**config.mk**
```make
export PLATFORM = sky130hd
export DESIGN_NAME = ysyx_25060170_ifu_fetch_flat
export DESIGN_NICKNAME = d
export VERILOG_FILES = /design/src/rtl/ysyx_25060170_ifu_fetch_if.sv /design/src/rtl/ysyx_25060170_ifu_fetch.sv /design/src/flat_wrapper.sv
export SDC_FILE = /design/constraint.sdc
export NUM_CORES = 1
export LEC_CHECK = 0
export CORE_AREA = 3 3 137 86
export DETAILED_ROUTE_END_ITERATION = 10
export DIE_AREA = 0 0 140 89
export PLACE_DENSITY = 0.69
export SKIP_CTS_REPAIR_TIMING = 1
export SYNTH_ARGS = -nofsm -noshare
export SYNTH_HDL_FRONTEND = slang
export SYNTH_SLANG_ARGS = --single-unit
```
**constraint.sdc**
```tcl
create_clock -name clk -period 2.45 [get_ports clk]
set_input_delay 0.49 -clock clk [delete_from_list [all_inputs] [get_ports clk]]
set_output_delay 0.49 -clock clk [all_outputs]
set_load 0.02 [all_outputs]
```
**src/rtl/ysyx_25060170_ifu_fetch_if.sv**
```systemverilog
// Fetch-stage bundle: instruction-memory request/response bus plus the decode
// and write-back handshakes. master = fetch unit, slave = memory/decode side.
interface ysyx_25060170_ifu_fetch_if;
    logic        imem_req_valid;
    logic        imem_req_ready;
    logic [31:0] imem_addr;
    logic        imem_rsp_valid;
    logic        imem_rsp_err;
    logic [31:0] imem_rdata;
    logic        inst_valid_o;
    logic        id_ready_i;
    logic [31:0] pc_o;
    logic [31:0] inst_o;
    logic        wb_valid_i;
    logic        jump_en_i;
    logic [31:0] jump_pc_i;

    modport master (
        output imem_req_valid, imem_addr, inst_valid_o, pc_o, inst_o,
        input  imem_req_ready, imem_rsp_valid, imem_rsp_err, imem_rdata,
        input  id_ready_i, wb_valid_i, jump_en_i, jump_pc_i
    );

    modport slave (
        input  imem_req_valid, imem_addr, inst_valid_o, pc_o, inst_o,
        output imem_req_ready, imem_rsp_valid, imem_rsp_err, imem_rdata,
        output id_ready_i, wb_valid_i, jump_en_i, jump_pc_i
    );
endinterface

```
**src/rtl/ysyx_25060170_ifu_fetch.sv**
```systemverilog
// Non-pipelined instruction fetch: owns the PC, fetches one word, hands it to
// decode and waits for retire. Optional macro IFU_ALIGN_CHK_EN faults misaligned PCs.
//
// state  | meaning
// S_IDLE | dead cycle after reset release
// S_REQ  | request at pc on imem, held until accepted
// S_WAIT | request accepted, waiting for the response
// S_OUT  | {pc, inst} offered to decode
// S_EXEC | decode owns the instruction, waiting for retire
module ysyx_25060170_ifu_fetch #(
    parameter logic [31:0] RESET_PC    = 32'h8000_0000,
    parameter logic [31:0] EBREAK_INST = 32'h0010_0073
) (
    input  logic                             clk,
    input  logic                             rst_n,
    ysyx_25060170_ifu_fetch_if.master        bus,
    output logic                             fetch_fault_o
);
    typedef enum logic [2:0] {
        S_IDLE,
        S_REQ,
        S_WAIT,
        S_OUT,
        S_EXEC
    } state_t;

    state_t      state;
    state_t      state_nxt;
    logic [31:0] pc;
    logic [31:0] inst;
    logic        fault;
    logic        misalign;

`ifdef IFU_ALIGN_CHK_EN
    assign misalign = (pc[1:0] != 2'b00);
`else
    assign misalign = 1'b0;
`endif

    always_ff @(posedge clk or negedge rst_n) begin
        if (!rst_n) begin
            state <= S_IDLE;
        end else begin
            state <= state_nxt;
        end
    end

    always_comb begin
        state_nxt = state;
        case (state)
            S_IDLE: state_nxt = S_REQ;
            S_REQ: begin
                // a misaligned PC never reaches the bus; it goes straight to decode as a trap
                if (misalign) begin
                    state_nxt = S_OUT;
                end else if (bus.imem_req_ready) begin
                    state_nxt = S_WAIT;
                end
            end
            S_WAIT: if (bus.imem_rsp_valid) state_nxt = S_OUT;
            S_OUT:  if (bus.id_ready_i)     state_nxt = S_EXEC;
            S_EXEC: if (bus.wb_valid_i)     state_nxt = S_REQ;
            default: state_nxt = S_IDLE;
        endcase
    end

    always_comb begin
        bus.imem_req_valid = (state == S_REQ) && !misalign;
        bus.inst_valid_o   = (state == S_OUT);
    end

    assign bus.imem_addr  = pc;
    assign bus.pc_o       = pc;
    assign bus.inst_o     = inst;
    assign fetch_fault_o  = fault;

    always_ff @(posedge clk or negedge rst_n) begin
        if (!rst_n) begin
            pc    <= RESET_PC;
            inst  <= 32'd0;
            fault <= 1'b0;
        end else begin
            if (state == S_WAIT && bus.imem_rsp_valid) begin
                inst <= bus.imem_rsp_err ? EBREAK_INST : bus.imem_rdata;
                if (bus.imem_rsp_err) begin
                    fault <= 1'b1;
                end
            end
            if (state == S_REQ && misalign) begin
                inst  <= EBREAK_INST;
                fault <= 1'b1;
            end
            if (state == S_EXEC && bus.wb_valid_i) begin
                pc <= bus.jump_en_i ? (bus.jump_pc_i & 32'hFFFF_FFFE) : pc + 32'd4;
            end
        end
    end
endmodule

```
**src/flat_wrapper.sv**
```systemverilog
// flat-port wrapper written by rule: the top's interface ports become plain ports
module ysyx_25060170_ifu_fetch_flat 
#(
    parameter logic [31:0] RESET_PC    = 32'h8000_0000,
    parameter logic [31:0] EBREAK_INST = 32'h0010_0073
)
  (clk, rst_n, fetch_fault_o, bus_imem_req_valid, bus_imem_addr, bus_inst_valid_o, bus_pc_o, bus_inst_o, bus_imem_req_ready, bus_imem_rsp_valid, bus_imem_rsp_err, bus_imem_rdata, bus_id_ready_i, bus_wb_valid_i, bus_jump_en_i, bus_jump_pc_i);
  ysyx_25060170_ifu_fetch_if bus_i ();
  input  logic clk;
  input  logic rst_n;
  output logic fetch_fault_o;
  output wire logic [$bits(bus_i.imem_req_valid)-1:0] bus_imem_req_valid;
  output wire logic [$bits(bus_i.imem_addr)-1:0] bus_imem_addr;
  output wire logic [$bits(bus_i.inst_valid_o)-1:0] bus_inst_valid_o;
  output wire logic [$bits(bus_i.pc_o)-1:0] bus_pc_o;
  output wire logic [$bits(bus_i.inst_o)-1:0] bus_inst_o;
  input wire logic [$bits(bus_i.imem_req_ready)-1:0] bus_imem_req_ready;
  input wire logic [$bits(bus_i.imem_rsp_valid)-1:0] bus_imem_rsp_valid;
  input wire logic [$bits(bus_i.imem_rsp_err)-1:0] bus_imem_rsp_err;
  input wire logic [$bits(bus_i.imem_rdata)-1:0] bus_imem_rdata;
  input wire logic [$bits(bus_i.id_ready_i)-1:0] bus_id_ready_i;
  input wire logic [$bits(bus_i.wb_valid_i)-1:0] bus_wb_valid_i;
  input wire logic [$bits(bus_i.jump_en_i)-1:0] bus_jump_en_i;
  input wire logic [$bits(bus_i.jump_pc_i)-1:0] bus_jump_pc_i;
  assign bus_imem_req_valid = bus_i.imem_req_valid;
  assign bus_imem_addr = bus_i.imem_addr;
  assign bus_inst_valid_o = bus_i.inst_valid_o;
  assign bus_pc_o = bus_i.pc_o;
  assign bus_inst_o = bus_i.inst_o;
  assign bus_i.imem_req_ready = bus_imem_req_ready;
  assign bus_i.imem_rsp_valid = bus_imem_rsp_valid;
  assign bus_i.imem_rsp_err = bus_imem_rsp_err;
  assign bus_i.imem_rdata = bus_imem_rdata;
  assign bus_i.id_ready_i = bus_id_ready_i;
  assign bus_i.wb_valid_i = bus_wb_valid_i;
  assign bus_i.jump_en_i = bus_jump_en_i;
  assign bus_i.jump_pc_i = bus_jump_pc_i;
  ysyx_25060170_ifu_fetch #(.RESET_PC(RESET_PC), .EBREAK_INST(EBREAK_INST)) u_core (.clk(clk), .rst_n(rst_n), .bus(bus_i), .fetch_fault_o(fetch_fault_o));
endmodule
```
Yosys cells after proc, flatten, opt, wreduce, memory -nomap -nowiden --
Index checks and enable logic that the tools add are counted.
Operators by class: $add $sub $neg 1, reduce and logical (&&, ||, !) cells 5, multiplexer cells 7, equal/unequal tests 8
Operators with widths (number):
- 2-to-1 mux 32 bit | 2
- adder 32 x 3 -> 32 bit (second input constant) | 1
- one-hot mux 3 bit (5 select lines) | 1
- 2-to-1 mux 3 bit | 4
- equality test 3 x 2 -> 1 bit (second input constant) | 2
- inequality test 2 x 1 -> 1 bit (second input constant) | 2
- inequality test 2 bit (second input constant) | 2
- AND reduction 4 bit | 1
- equality test 3 x 1 -> 1 bit (second input constant) | 1
- equality test 3 bit (second input constant) | 1
- zero test 3 bit | 1
- logical AND 1 bit | 2
- AND reduction 2 bit | 1
Storage, ports and cells: flip-flop bits (word level) 68, output and inout port bits 99, logic and storage cells 25, input bits 72

Logic depth before layout (Yosys ltp) --
depth in word-level cells 3, gate-level depth with buffers 8, depth with buffers taken out 6

Worst setup path before layout --
No wires, ideal clock.
path type register to register, start reg u_core.pc[10], in the netlist u_core.bus.imem_addr[10], end reg u_core.pc[25], in the netlist u_core.bus.imem_addr[25], required time 2.330 ns, path slack 0.482 ns, cell stages (with the launch flop) 7, library setup time 0.120 ns, arrival time 1.847 ns, buffers on the path 1, clock period less this slack 1.968 ns, cell sequence dfrtp_1 > clkbuf_2 > nand4_2 > or4_4 > nor2_4 > nand4_1 > a31o_2
Between the ends: cells in the longest elaborated chain, start to end 2
RTL lines:
- start: declaration | line ysyx_25060170_ifu_fetch.sv:29 | logic [31:0] pc;
- start signal: assignment | line ysyx_25060170_ifu_fetch.sv:94 | pc <= bus.jump_en_i ? (bus.jump_pc_i & 32'hFFFF_FFFE) : pc + 32'd4;
- adder 32 x 3 -> 32 bit | line ysyx_25060170_ifu_fetch.sv:94
- 2-to-1 mux 32 bit | line ysyx_25060170_ifu_fetch.sv:94
No other way between the ends. A chain may end at the register's enable or synchronous reset.

Worst setup path in the final report --
start reg u_core.state[1], end out bus_imem_req_valid
Between the ends: cells in the longest elaborated chain, start to end 1
RTL lines:
- start: declaration | line ysyx_25060170_ifu_fetch.sv:27 | state_t state;
- start signal: assignment | line ysyx_25060170_ifu_fetch.sv:44 | state <= state_nxt;
- equality test 3 x 1 -> 1 bit | line ysyx_25060170_ifu_fetch.sv:68 | bus.imem_req_valid = (state == S_REQ) && !misalign;
- end: declaration | line flat_wrapper.sv:12 | output wire logic [$bits(bus_i.imem_req_valid)-1:0] bus_imem_req_valid;
No other way between the ends.

==> impl_metrics.env <==
export IMPL_synthArstFlopShare_pct=100
export IMPL_pwr_share_clk_pct=19.4
export IMPL_fin_cells=712
export IMPL_pwr_share_seq_pct=33.3
export IMPL_slew_viol_final=0
export IMPL_setup_worst_path_class="reg2out"
export IMPL_synth_fa_ha_area_share_pct=0.340
export IMPL_fillers=963
export IMPL_viasPerCell=5.13
export IMPL_irDropWorstVdd_mv=0.561
export IMPL_p_leak_nw=2.27
export IMPL_dp_hpwl_um=8990
export IMPL_hold_viol_final=0
export IMPL_antenna_found_initial=0
export IMPL_grt_pass1_vias=3481
export IMPL_ys_flop_type="dfrtp_1"
export IMPL_synth_xor_area_share_pct=0
export IMPL_gr_max_usage_layer="met2"
export IMPL_drtIter0Drc=210
export IMPL_drv_cap=0
export IMPL_cts_buffer_depth=2
export IMPL_synthSimpleGateAreaFrac_pct=23.8
export IMPL_postSynthAreaPerCell_um2=8.44
export IMPL_initial_core_util_pct=35.0
export IMPL_ys_warn_count=0
export IMPL_muxShareOfSynthArea_pct=1.39
export IMPL_io_buffers=167
export IMPL_status="complete, no violations"
export IMPL_grt_max_degree=66
export IMPL_cts_sinks=67
export IMPL_wire_per_inst_um=16.7
export IMPL_nets=641
export IMPL_synth_top_family_by_area="simple AND/OR/NAND/NOR gates"
export IMPL_dr_pass1_iters=5
export IMPL_seq_area_mm2=0.00168
export IMPL_netlist_area_mm2=0.00368
export IMPL_min_period_ns=2.19
export IMPL_rsz0062_at_grt="no"
export IMPL_clk_latency_ns=0.32
export IMPL_tns_ns=0
export IMPL_wl_um=11900
export IMPL_yosysMostFrequentCell="nand2_1"
export IMPL_multi_input_area_mm2=0.00163
export IMPL_power_density_mw_per_mm2=1080
export IMPL_ys_seq_area_share_pct=45.6
export IMPL_grt_overflow_total=0
export IMPL_track_usage_pct=18.9
export IMPL_fin_crit_sh_pct=89.2
export IMPL_die_w_um=140
export IMPL_drc_errors=0
export IMPL_cp_max_fo=10
export IMPL_utilization_pct=53.3
export IMPL_rr_worst_depth=6
export IMPL_internal_power_mw=3.66
export IMPL_synth_edf_count=0
export IMPL_ant_nets=0
export IMPL_placed_cells=696
export IMPL_use_met1_pct=27.5
export IMPL_cp_required_ns=1.96
export IMPL_yosysTopAreaCellShare_pct=44.9
export IMPL_p_sw_mw=2.41
export IMPL_tightest_slew_ns=0.633
export IMPL_netlist_top_cells_area="dfrtp_1 45%, o21ai_0 8.4%, nand2_1 7.8%"
export IMPL_clockRootBuffer="clkbuf_16"
export IMPL_slew_headroom_pct=57.6
export IMPL_netlist_instances=436
export IMPL_ys_seq_elements=67
export IMPL_skew_ns=0.00703
export IMPL_grtUsageMet3_pct=4.49
export IMPL_setup_violations_final=0
export IMPL_yosys_area_top_type="dfrtp_1"
export IMPL_fp_dieArea_mm2=0.0125
export IMPL_worst_setup_path_end_kind="output port"
export IMPL_final_layout_size_suffix_gt1_share_pct=5.76
export IMPL_routabilityCongestion=0.876
export IMPL_ys_types=48
export IMPL_cts_made_buffers=9
export IMPL_clk_pin_slew_ns=0.06
export IMPL_whs_ns=0.178
export IMPL_grt_pass1_wl_um=18700
export IMPL_hold_class="in2async"
export IMPL_synth_common_cells="76 x nand2_1, 66 x dfrtp_1, 62 x o21ai_0"
export IMPL_timing_fmax_mhz=458
export IMPL_cp_start_kind="flip-flop"
export IMPL_rows=29
export IMPL_diodes=0
export IMPL_power_frac_comb_pct=47.4
export IMPL_synth_compound_area_share_pct=18.7
export IMPL_fp_dieH_um=89
export IMPL_p_total_mw=6.07
export IMPL_met2_usage_pct=28.5
export IMPL_ioPinCount=171
export IMPL_cts_tree="yes"
export IMPL_htree_levels=3
export IMPL_vias=3653
export IMPL_sw_frac_of_total_pct=39.6
export IMPL_crit_arrival_ns=1.70
export IMPL_synthToLayoutAreaGrowth_pct=52.3
export IMPL_coreArea_mm2=0.0105
critical path: stages, from the launching register on:
cell	delay, ns
dfrtp_1	0.47
nor3b_1	0.27
clkdlybuf4s50_1	0.64
cell families after synthesis:
logic type,Yosys count
AO/OA/AOI/OAI,119
adder cells (fa/ha/maj),1
buffers and inverters,66
flip-flops,67
multiplexers,5
other,1
AND/OR/NAND/NOR,177
flip-flops by register name, indices dropped and copies added, names as in the netlist:
register	count
u_core.bus.inst_o	32
u_core.bus.imem_addr	31
u_core.state	3
u_core.fetch_fault_o	1
placed cells by master (no fill, tap or decap), types with 7 or more instances in the layout:
cell type / count
a21oi_1: 26
nand4_1: 10
and3_1: 7
clkbuf_16: 9
nor3_1: 9
clkdlybuf4s50_1: 166
nand3_1: 24
o21ai_0: 62
dfrtp_1: 66
nand2_1: 76
nor2_1: 25
buf_4: 8
final timing paths:
kind	startpoint	to	slack (ns)
max in group asynchronous	rst_n	u_core.bus.imem_addr[31]	1.56
setup / recovery	u_core.state[1]	bus_imem_req_valid	0.26
hold / removal	rst_n	u_core.bus.imem_addr[16]	0.18
setup reg to reg	u_core.bus.imem_addr[2]	u_core.bus.imem_addr[22]	0.42
min in group clk	u_core.bus.inst_o[4]	u_core.bus.inst_o[4]	0.47
hold reg to reg	u_core.bus.inst_o[4]	u_core.bus.inst_o[4]	0.47
stage by stage:
stage                     worst slack (ns)  cell area, um^2
after detailed placement             0.362             5330
after global routing                 0.136             5610
final                                0.265             5610
after CTS                            0.262             5610
after global placement               0.400             5330
after floorplan                      0.482             3680
routing by layer:
layer | share of wire, % | vias to the layer above
met5 | 0 | -
met4 | 1.2 | 0
met3 | 6.5 | 10
met2 | 45 | 161
met1 | 48 | 1694
li1 | - | 1788
power by group through the flow:
stage                     combinational (mW)  sequential, mW  clock [mW]
after floorplan                         1.16            2.39           0
after global placement                  2.86            1.99           0
after detailed placement                2.89            2.03           0
after CTS                               2.90            2.02        1.22
after global routing                    3.06            2.09        1.28
final                                   2.87            2.02        1.18
cell type report:
| class | count | share of cell area (%) |
|---|---|---|
| flip-flops and latches | 67 | 29.9 |
| clock buffers | 16 | 4.84 |
| well taps | 139 | 3.10 |
| repair buffers | 180 | 32.6 |
| inverters | 6 | 0.402 |
| multi-input cells | 304 | 29.1 |
No activity file was read; power rests on OpenSTA's default activity.
